===== config.mk =====
export PLATFORM = sky130hd
export DESIGN_NAME = key_event_ctrl
export DESIGN_NICKNAME = d
export VERILOG_FILES = /design/src/rtl/key_event_ctrl_pkg.sv /design/src/rtl/key_event_ctrl_rr_arbiter4.sv /design/src/rtl/key_event_ctrl.sv
export SDC_FILE = /design/constraint.sdc
export NUM_CORES = 1
export LEC_CHECK = 0
export ABC_CLOCK_PERIOD_IN_PS = 2300
export CORE_MARGIN = 2
export CORE_UTILIZATION = 60
export CTS_BUF_LIST = sky130_fd_sc_hd__clkbuf_4 sky130_fd_sc_hd__clkbuf_8
export DETAILED_ROUTE_END_ITERATION = 16
export PLACE_DENSITY = 0.75
export SLEW_MARGIN = 25
export SYNTH_ARGS = -nofsm -noshare
export SYNTH_HDL_FRONTEND = slang
export SYNTH_SLANG_ARGS = --single-unit

===== constraint.sdc =====
create_clock -name clk -period 2.3 [get_ports clk]
set_clock_uncertainty 0.05 [all_clocks]
set_input_delay 0.46 -clock clk [delete_from_list [all_inputs] [get_ports clk]]
set_output_delay 0.46 -clock clk [all_outputs]
set_load 0.01 [all_outputs]

===== src/rtl/key_event_ctrl_pkg.sv =====
// Shared types for the key event controller: FSM state encoding
// and the number of keys serviced.
package key_event_ctrl_pkg;

   localparam int NUM_KEYS = 4;

   typedef enum logic [1:0] {
      S_IDLE     = 2'd0,
      S_TIME     = 2'd1,
      S_EMIT     = 2'd2,
      S_WAIT_REL = 2'd3
   } state_t;

endpackage


===== src/rtl/key_event_ctrl_rr_arbiter4.sv =====
// Combinational 4-way round-robin arbiter.
// Ports: req[3:0] requests, last[1:0] previous grant,
//        grant[1:0] chosen index, any = some request present.
module rr_arbiter4 (
   input  logic [3:0] req,
   input  logic [1:0] last,
   output logic [1:0] grant,
   output logic       any
);

   logic [1:0] idx;
   logic       found;

   // Search starts at last+1 and wraps; last itself is checked last.
   always_comb begin
      grant = last;
      found = 1'b0;
      idx   = last;
      for (int k = 1; k <= 4; k++) begin
         idx = last + 2'(k);
         if (!found && req[idx]) begin
            grant = idx;
            found = 1'b1;
         end
      end
   end

   assign any = |req;

endmodule


===== src/rtl/key_event_ctrl.sv =====
// Turns debounced active-low key presses into short/long press
// events delivered over a valid/ready handshake.
// Ports: clk, rst (async, high), io_keys[3:0] (0 = pressed),
//        io_evt_valid/io_evt_ready handshake,
//        io_evt_key[1:0] key index, io_evt_long long-press flag.
module key_event_ctrl
   import key_event_ctrl_pkg::*;
#(
   parameter int unsigned            CNT_W    = 26,
   parameter logic [CNT_W-1:0]       LONG_CNT = 26'd50_000_000
) (
   input  logic       clk,
   input  logic       rst,
   input  logic [3:0] io_keys,
   output logic       io_evt_valid,
   input  logic       io_evt_ready,
   output logic [1:0] io_evt_key,
   output logic       io_evt_long
);

   localparam logic [CNT_W-1:0] LAST_CNT = LONG_CNT - CNT_W'(1);

   state_t                state;
   state_t                state_nx;
   logic [NUM_KEYS-1:0]   prev;
   logic [NUM_KEYS-1:0]   pend;
   logic [NUM_KEYS-1:0]   press;
   logic [NUM_KEYS-1:0]   clr;
   logic                  armed;
   logic [1:0]            last;
   logic [1:0]            grant;
   logic                  any;
   logic [CNT_W-1:0]      timer;
   logic                  rel;
   logic                  do_grant;
   logic                  do_emit;

   // Edges are masked for the first cycle out of reset so a key
   // held through reset is not seen as a fresh press.
   assign press = armed ? (prev & ~io_keys) : '0;
   assign rel   = io_keys[last];

   rr_arbiter4 u_arb (
      .req   (pend),
      .last  (last),
      .grant (grant),
      .any   (any)
   );

   always_ff @(posedge clk or posedge rst) begin
      if (rst) begin
         state        <= S_IDLE;
         io_evt_valid <= 1'b0;
      end else begin
         state        <= state_nx;
         io_evt_valid <= (state_nx == S_EMIT);
      end
   end

   always_comb begin
      state_nx = state;
      unique case (state)
         S_IDLE:
            if (any) state_nx = S_TIME;
         S_TIME:
            if (rel || timer == LAST_CNT) state_nx = S_EMIT;
         S_EMIT:
            if (io_evt_ready)
               state_nx = io_evt_long ? S_WAIT_REL : S_IDLE;
         S_WAIT_REL:
            if (rel) state_nx = S_IDLE;
      endcase
   end

   always_comb begin
      do_grant = (state == S_IDLE) && any;
      do_emit  = (state == S_TIME) && (state_nx == S_EMIT);
      clr      = do_grant ? (NUM_KEYS'(1) << grant) : '0;
   end

   always_ff @(posedge clk or posedge rst) begin
      if (rst) begin
         armed       <= 1'b0;
         prev        <= 4'hF;
         pend        <= '0;
         last        <= 2'd3;
         timer       <= '0;
         io_evt_key  <= 2'd0;
         io_evt_long <= 1'b0;
      end else begin
         armed <= 1'b1;
         prev  <= io_keys;
         // A press landing on the key being granted stays pending.
         pend  <= (pend & ~clr) | press;
         if (do_grant) begin
            last  <= grant;
            timer <= '0;
         end else if (state == S_TIME) begin
            timer <= timer + CNT_W'(1);
         end
         // Release wins over reaching the long-press count.
         if (do_emit) begin
            io_evt_key  <= last;
            io_evt_long <= ~rel;
         end
      end
   end

endmodule


Word level (Yosys, flattened, before mapping)
Index checks and enable logic that the tools add are counted.
{"block": "totals", "ff_bits": 43, "in_bits": 7, "output_inout_bits": 4, "wordCells": 68}
{"block": "classes", "n_addsub": 4, "magnitude_cmp": 4, "eq_ne": 5, "shifts": 1, "mux": 27, "n_bitwise": 6, "n_reduce_logical": 12}
{"cell": "26-bit two-way mux", "count": 2}
{"cell": "26-bit by 1-bit adder with 26-bit output, second input constant", "count": 1}
{"cell": "26-bit equality test, second input constant", "count": 1}
{"cell": "2-bit two-way mux", "count": 9}
{"cell": "2-bit by 3-bit < comparator with 1-bit output, second input constant", "count": 4}
{"cell": "1-bit binary-select mux with 2-bit select", "count": 5}
{"cell": "4-bit AND", "count": 2}
{"cell": "1-bit two-way mux", "count": 8}
{"cell": "4-bit two-way mux", "count": 2}
{"cell": "4-bit inverter", "count": 2}
{"cell": "2-bit one-hot mux with 4 select lines", "count": 1}
{"cell": "2-bit equality test, second input constant", "count": 3}
{"cell": "1-bit logical AND", "count": 5}
{"cell": "2-bit adder, second input constant", "count": 2}
{"cell": "4-bit bitwise OR", "count": 1}
{"cell": "4-bit OR reduction", "count": 1}
{"cell": "1-bit by 2-bit left shift with 4-bit output, first input constant", "count": 1}
{"cell": "1-bit logical NOT", "count": 3}
{"cell": "2-bit by 1-bit adder with 2-bit output, second input constant", "count": 1}
{"cell": "2-bit by 1-bit equality test with 1-bit output, second input constant", "count": 1}
{"cell": "2-bit logical NOT", "count": 1}
{"cell": "2-bit nonzero test", "count": 1}
{"cell": "1-bit logical OR", "count": 1}
{"cell": "1-bit inverter", "count": 1}

Logic depth before layout (Yosys ltp)
Gate-level depths: netlist (run 1).
{"block": "depth", "depth_word": 18, "depth_mapped": 7, "ltp_nobuf": 5}

Hierarchy
Synthesis (run 1) repeated with hierarchy kept, for this count alone.
{"block": "hier_totals", "hier_cells": 214, "area_unflattened_um2": 2088.3}
{"module": "key_event_ctrl", "instances": 1, "cells_each": 200, "area_per_inst_um2": 2015.7, "seq_area_each_um2": 1083.5}
{"module": "rr_arbiter4", "instances": 1, "cells_each": 14, "area_per_inst_um2": 72.6, "seq_area_each_um2": 0.0}

Worst setup path before layout (run 1)
Ideal clock, no wire load.
{"block": "synth_path", "path_kind": "register to register", "from": "register state[1]", "to": "register timer[15]", "arrival_time_ps": 1705, "t_required_ps": 2115, "slack_ps": 410, "stages_incl_launch_ff": 8, "period_less_slack_ps": 1890, "cell_sequence": "dfrtp_1 > buf_6 > nand2b_4 > buf_6 > or4_4 > buf_6 > o311ai_2 > o41ai_2"}
{"block": "synth_between", "elab_chain_len": 3, "elab_cells_between_ends": 5, "cone_classes": "eq/ne: 1; mux: 1; reduce/logical: 3"}
{"item": "start, declared", "line": "key_event_ctrl.sv:23", "source": "state_t state;"}
{"item": "start signal, assigned", "line": "key_event_ctrl.sv:55", "source": "state <= state_nx;"}
{"item": "2-bit logical NOT", "line": "key_event_ctrl.sv:76", "source": "do_grant = (state == S_IDLE) && any;"}
{"item": "1-bit logical AND", "line": "key_event_ctrl.sv:76"}
{"item": "26-bit two-way mux / 2-bit nonzero test (equally long branches)"}
{"item": "end signal, assigned", "line": "key_event_ctrl.sv:99", "source": "timer <= timer + CNT_W'(1);"}
{"item": "end, declared", "line": "key_event_ctrl.sv:33", "source": "logic [CNT_W-1:0] timer;"}
Several ways; a longest one is shown, not always the timed one.
A chain may end at the register's enable or synchronous reset.

Worst setup path in the final report (run 1)
{"block": "layout_path", "from": "register state[1]", "to": "register timer[14]"}
Same word-level chain as after synthesis.

==> results of run 1 <==
## per-stage QoR
| stage | std cells | utilization | area [um^2] | power (mW) | worst slack (ps) |
|---|---|---|---|---|---|
| finish | 294 | 0.700 | 2540 | 2.40 | 294 |
| global placement | 286 | 0.668 | 2430 | 1.78 | 135 |
| CTS | 294 | 0.700 | 2540 | 2.41 | 287 |
| global route | 294 | 0.700 | 2540 | 2.57 | 138 |
| detailed placement | 286 | 0.668 | 2430 | 1.81 | 108 |
| floorplan | 230 | - | 2270 | 1.64 | 410 |
## critical path, delay by kind of cell, from the launching register on
| kind | cells | cell delay (ps) |
|---|---|---|
| and+or+nand+nor | 2 | 880 |
| AOI/OAI and AO/OA | 2 | 480 |
| DFF | 1 | 470 |
## layout make-up
cell class,instances,share of cell area
inverter,10,0.0148
clock buffer,6,0.0325
clock inverter,2,0.0138
tap,48,0.0236
timing repair buffer,19,0.0659
sequential,43,0.426
multi-input combinational,166,0.424
## synthesized netlist by cell type, types with 2 or more instances
library cell and count:
nor2_1 14, and2_1 2, dfstp_2 6, nor4b_1 2, nor4_1 5, o211ai_1 2, nor3_1 3, o21ai_0 13
o31ai_1 3, nor4_4 2, buf_6 3, xor2_1 2, nand4_1 6, a21o_1 3, nand2b_1 2, mux2_2 2
buf_2 3, o22ai_1 2, inv_1 10, o311ai_0 4, or3_1 2, a31oi_1 5, nand2_1 35, a21oi_1 6
a22o_1 2, mux2i_1 11, clkbuf_1 4, nor3b_1 2, and3_1 3, nand3_1 12, dfrtp_1 37
## power by group
group          total [mW]  internal [mW]  switching, mW
Clock               0.602          0.351          0.250
Combinational       0.758          0.336          0.422
Sequential           1.04          0.887          0.155
## cell families after synthesis
| kind of cell | share of synthesized area |
|---|---|
| AND/OR/NAND/NOR | 0.240 |
| AO/OA/AOI/OAI | 0.148 |
| flip-flops | 0.478 |
| buffers and inverters | 0.0469 |
| multiplexers | 0.0684 |
| XOR/XNOR | 0.0116 |
| adder cells (fa/ha/maj) | 0.00552 |
| other | 0.00165 |
## sequential cells by signal (all words and copies together), names as in the netlist
signal / count
pend: 4
timer: 26
prev: 4
last: 2
io_evt_key: 2
armed: 1
io_evt_long: 1
state: 2
io_evt_valid: 1
## layer usage
metal | wire length, um | up-vias | GRT usage
met4 | 43 | 0 | 0.0807
met3 | 196 | 5 | 0.0531
met1 | 2050 | 870 | 0.318
li1 | - | 868 | -
met5 | 0 | - | 0
met2 | 2220 | 37 | 0.398
## worst max path at each step
stage / endpoint / slack (ps) / depth (start not counted)
after floorplan: timer[15] / 410 / 7
final: timer[14] / 290 / 4
after global routing: timer[14] / 140 / 4
after global placement: io_evt_key[0] / 140 / 4
after detailed placement: io_evt_key[1] / 110 / 4
after CTS: timer[14] / 290 / 4
==> results.sh, run 1 <==
export IMPL_area_delta_synth_final_pct=12.2
export IMPL_portBuffers=10
export IMPL_min_period_ps=2010
export IMPL_netlist_area_leader_share=0.408
export IMPL_diodes=0
export IMPL_cts_path_max_buffers=2
export IMPL_cts_resized=0
export IMPL_grt_pass1_wl_um=7950
export IMPL_ys_warn_count=0
export IMPL_ys_top_cells_by_area="dfrtp_1 (41%), dfstp_2 (7.0%), nand2_1 (5.8%)"
export IMPL_ant_nets=0
export IMPL_rsz0062_at_grt="false"
export IMPL_relSlewSlack=0.633
export IMPL_worst_pin_slew_ps=546
export IMPL_die_w_um=65.5
export IMPL_dp_hpwl_um=3210
export IMPL_period_share=0.872
export IMPL_cts_made_buffers=5
export IMPL_setup_viol=0
export IMPL_path_cells="nand2b_4 > or4_1 > o311ai_0 > o31ai_1"
export IMPL_status="finished, final reports clean"
export IMPL_cp_data_arrival_time_ps=2120
export IMPL_num_fill_cells=275
export IMPL_drt_iter0_drc=176
export IMPL_start_kind="flip-flop"
export IMPL_die_h_um=65.5
export IMPL_maxSlewViolCount=0
export IMPL_cts_sinks=43
export IMPL_synthesis_area_um2=2270
export IMPL_ios=11
export IMPL_antenna_found_initial=0
export IMPL_coreArea_um2=3630
export IMPL_crit_start="state[1]"
export IMPL_vdd_ir_drop_max_mv=0.529
export IMPL_synthCells=230
export IMPL_overflow=0
export IMPL_cp_slowest_cell="or4_1"
export IMPL_via_per_inst=6.05
export IMPL_ff2ff_path_depth=4
export IMPL_finalHoldViolCount=0
export IMPL_cap_violations=0
export IMPL_clk_latency_ps=290
export IMPL_worstPathRequired_ps=2410
export IMPL_tns_ps=0
export IMPL_grt_pass1_vias=1793
export IMPL_gp_congestion=0.780
export IMPL_worstHoldPathType="reg2reg"
export IMPL_r2r_end="timer[14]"
export IMPL_multiInputGateArea_um2=1080
export IMPL_seq_area_um2=1080
export IMPL_cts_setup_buffers=0
export IMPL_hold_depth=1
export IMPL_drtPass1Iterations=4
export IMPL_p_per_area_nw_per_um2=944
export IMPL_start_util=0.624
export IMPL_synthFlopType="dfrtp_1"
export IMPL_crit_path_end_kind="flip-flop"
export IMPL_worst_setup_path_type="reg2reg"
export IMPL_finalNetCount=253
export IMPL_hp_start="timer[25]"
export IMPL_leakage_nw=1.14
export IMPL_max_freq_mhz=498
export IMPL_dieArea_um2=4290
export IMPL_fp_row_count=22
export IMPL_synth_seq_area_share=0.478
export IMPL_final_cell_mix="dfrtp_1 (37), nand2_1 (35), nor2_1 (14), o21ai_0 (13), nand3_1 (12)"
export IMPL_grt_usage=0.242
export IMPL_synth_avg_cell_area_um2=9.86
export IMPL_layout_drive_gt1_share=0.146
export IMPL_r2r_slack_ps=290
export IMPL_crit_fanout=19
export IMPL_synth_seq_cells=43
export IMPL_r2r_start="state[1]"
export IMPL_drc=0
export IMPL_cts_htree_levels=2
export IMPL_wire_per_inst_um=15.3
export IMPL_synth_nets=238
export IMPL_synth_edff_count=0
export IMPL_synth_area_leader_cell="dfrtp_1"
export IMPL_grt_max_degree=44
export IMPL_num_vias=1780
export IMPL_hold_slack_ps=429
export IMPL_cts_tree="built"
export IMPL_synthArstFlopShare=1.00
export IMPL_path_clk_slew_ps=80
export IMPL_hold_end="timer[25]"
export IMPL_wirelength_um=4510
export IMPL_cts_hold_fix_buffers=0
export IMPL_slowest_delay_ps=610
export IMPL_clockRootBuffer="clkbuf_8"
export IMPL_synth_distinct_cells=53
export IMPL_final_common_cell="dfrtp_1"
(Power assumes the default switching activity.)
==> run 2, diff against run 1 <==
Settings changed: REMOVE_ABC_BUFFERS set to 1.
==> results.sh, run 2 (synthesis results as in run 1) <==
export IMPL_grt_pass1_vias=1735
export IMPL_r2r_start="timer[0]"
export IMPL_die_w_um=65.5
export IMPL_start_kind="flip-flop"
export IMPL_cts_sinks=43
export IMPL_cts_tree="built"
export IMPL_fp_row_count=22
export IMPL_power_mw=2.32
export IMPL_worst_setup_path_type="reg2reg"
export IMPL_status="finished, final reports clean"
export IMPL_ios=11
export IMPL_clk_latency_ps=290
export IMPL_cts_path_max_buffers=2
export IMPL_cp_data_arrival_time_ps=2140
export IMPL_path_clk_slew_ps=80
export IMPL_grt_pass1_wl_um=8030
export IMPL_relSlewSlack=0.629
export IMPL_hp_start="timer[25]"
export IMPL_layout_drive_gt1_share=0.143
export IMPL_cts_made_buffers=5
export IMPL_die_h_um=65.5
export IMPL_worstPathRequired_ps=2400
export IMPL_worstHoldPathType="reg2reg"
export IMPL_path_cells="ha_1 > nand3_1 > buf_4 > or4_1 > o311ai_0 > o31ai_1"
export IMPL_period_share=0.884
export IMPL_maxSlewViolCount=0
export IMPL_portBuffers=10
export IMPL_grt_max_degree=44
export IMPL_finalNetCount=252
export IMPL_worst_pin_slew_ps=551
export IMPL_overflow=0
export IMPL_coreArea_um2=3630
export IMPL_final_common_cell="dfrtp_1"
export IMPL_gp_congestion=0.797
export IMPL_cts_setup_buffers=0
export IMPL_num_vias=1791
export IMPL_drt_iter0_drc=136
export IMPL_fin_ws_ps=268
export IMPL_ant_nets=0
export IMPL_largest_reg_flops=26
export IMPL_cts_htree_levels=2
export IMPL_crit_path_end_kind="flip-flop"
export IMPL_hold_slack_ps=442
export IMPL_drc=0
export IMPL_setup_viol=0
export IMPL_cts_resized=0
export IMPL_crit_start="timer[0]"
export IMPL_vdd_ir_drop_max_mv=0.735
export IMPL_dp_hpwl_um=3260
export IMPL_min_period_ps=2030
export IMPL_antenna_found_initial=0
export IMPL_tns_ps=0
export IMPL_cap_violations=0
export IMPL_wire_per_inst_um=15.4
export IMPL_leakage_nw=1.12
export IMPL_cp_slowest_cell="or4_1"
export IMPL_diodes=0
export IMPL_max_freq_mhz=492
export IMPL_grt_usage=0.243
export IMPL_crit_fanout=6
export IMPL_place_ws_ps=80.2
export IMPL_clockRootBuffer="clkbuf_8"
export IMPL_cts_hold_fix_buffers=0
export IMPL_regMostFlops="timer"
export IMPL_reg_top3="timer: 26 flops, pend: 4 flops, prev: 4 flops"
export IMPL_via_per_inst=6.11
export IMPL_slowest_delay_ps=490
export IMPL_area_delta_synth_final_pct=11.1
export IMPL_dieArea_um2=4290
export IMPL_finalHoldViolCount=0
export IMPL_rsz0062_at_grt="false"
export IMPL_wirelength_um=4520
export IMPL_p_per_area_nw_per_um2=920
export IMPL_final_cell_mix="dfrtp_1 (37), nand2_1 (35), nor2_1 (14), o21ai_0 (13), nand3_1 (12)"
export IMPL_drtPass1Iterations=4
export IMPL_start_util=0.624
run 2: per-stage QoR:
stage,util,instances,area (um^2)
floorplan,-,219,2200
global placement,0.669,285,2430
detailed placement,0.669,285,2430
CTS,0.694,293,2520
global route,0.694,293,2520
finish,0.694,293,2520
run 2: per-layer routing:
metal	global-route usage	vias to the layer above	part of all wire
met1	0.329	879	0.46
met4	0.0573	0	0.0051
li1	-	864	-
met5	0	-	0
met3	0.0411	4	0.039
met2	0.411	44	0.50
run 2: critical path, delay by kind of cell (launching register included):
family / cells / cell delay [ps]
adders and majority gates: 1 / 210
DFF: 1 / 400
AOI/OAI and AO/OA: 2 / 460
and+or+nand+nor: 2 / 600
buffers and inverters: 1 / 170
run 2: power by group:
group          switching (mW)  total, mW  internal (mW)
Combinational           0.446      0.804          0.358
Clock                   0.236      0.472          0.237
Sequential              0.156       1.04          0.887
run 2: layout make-up:
cell class / instances / area [um^2]
inverter: 10 / 37.5
clock buffer: 7 / 83.8
tap: 48 / 60.1
timing repair buffer: 18 / 173
clock inverter: 1 / 5.00
multi-input combinational: 166 / 1080
fill: 292 / 1110
sequential: 43 / 1080
run 2: final timing paths:
check                      slack (ps)         to  cells after the start
min reg2reg                       440  timer[25]                      1
max                               270  timer[18]                      6
max reg2reg                       270  timer[18]                      6
min                               440  timer[25]                      1
max in group asynchronous        1270    last[0]                      3
min in group asynchronous         550      armed                      3
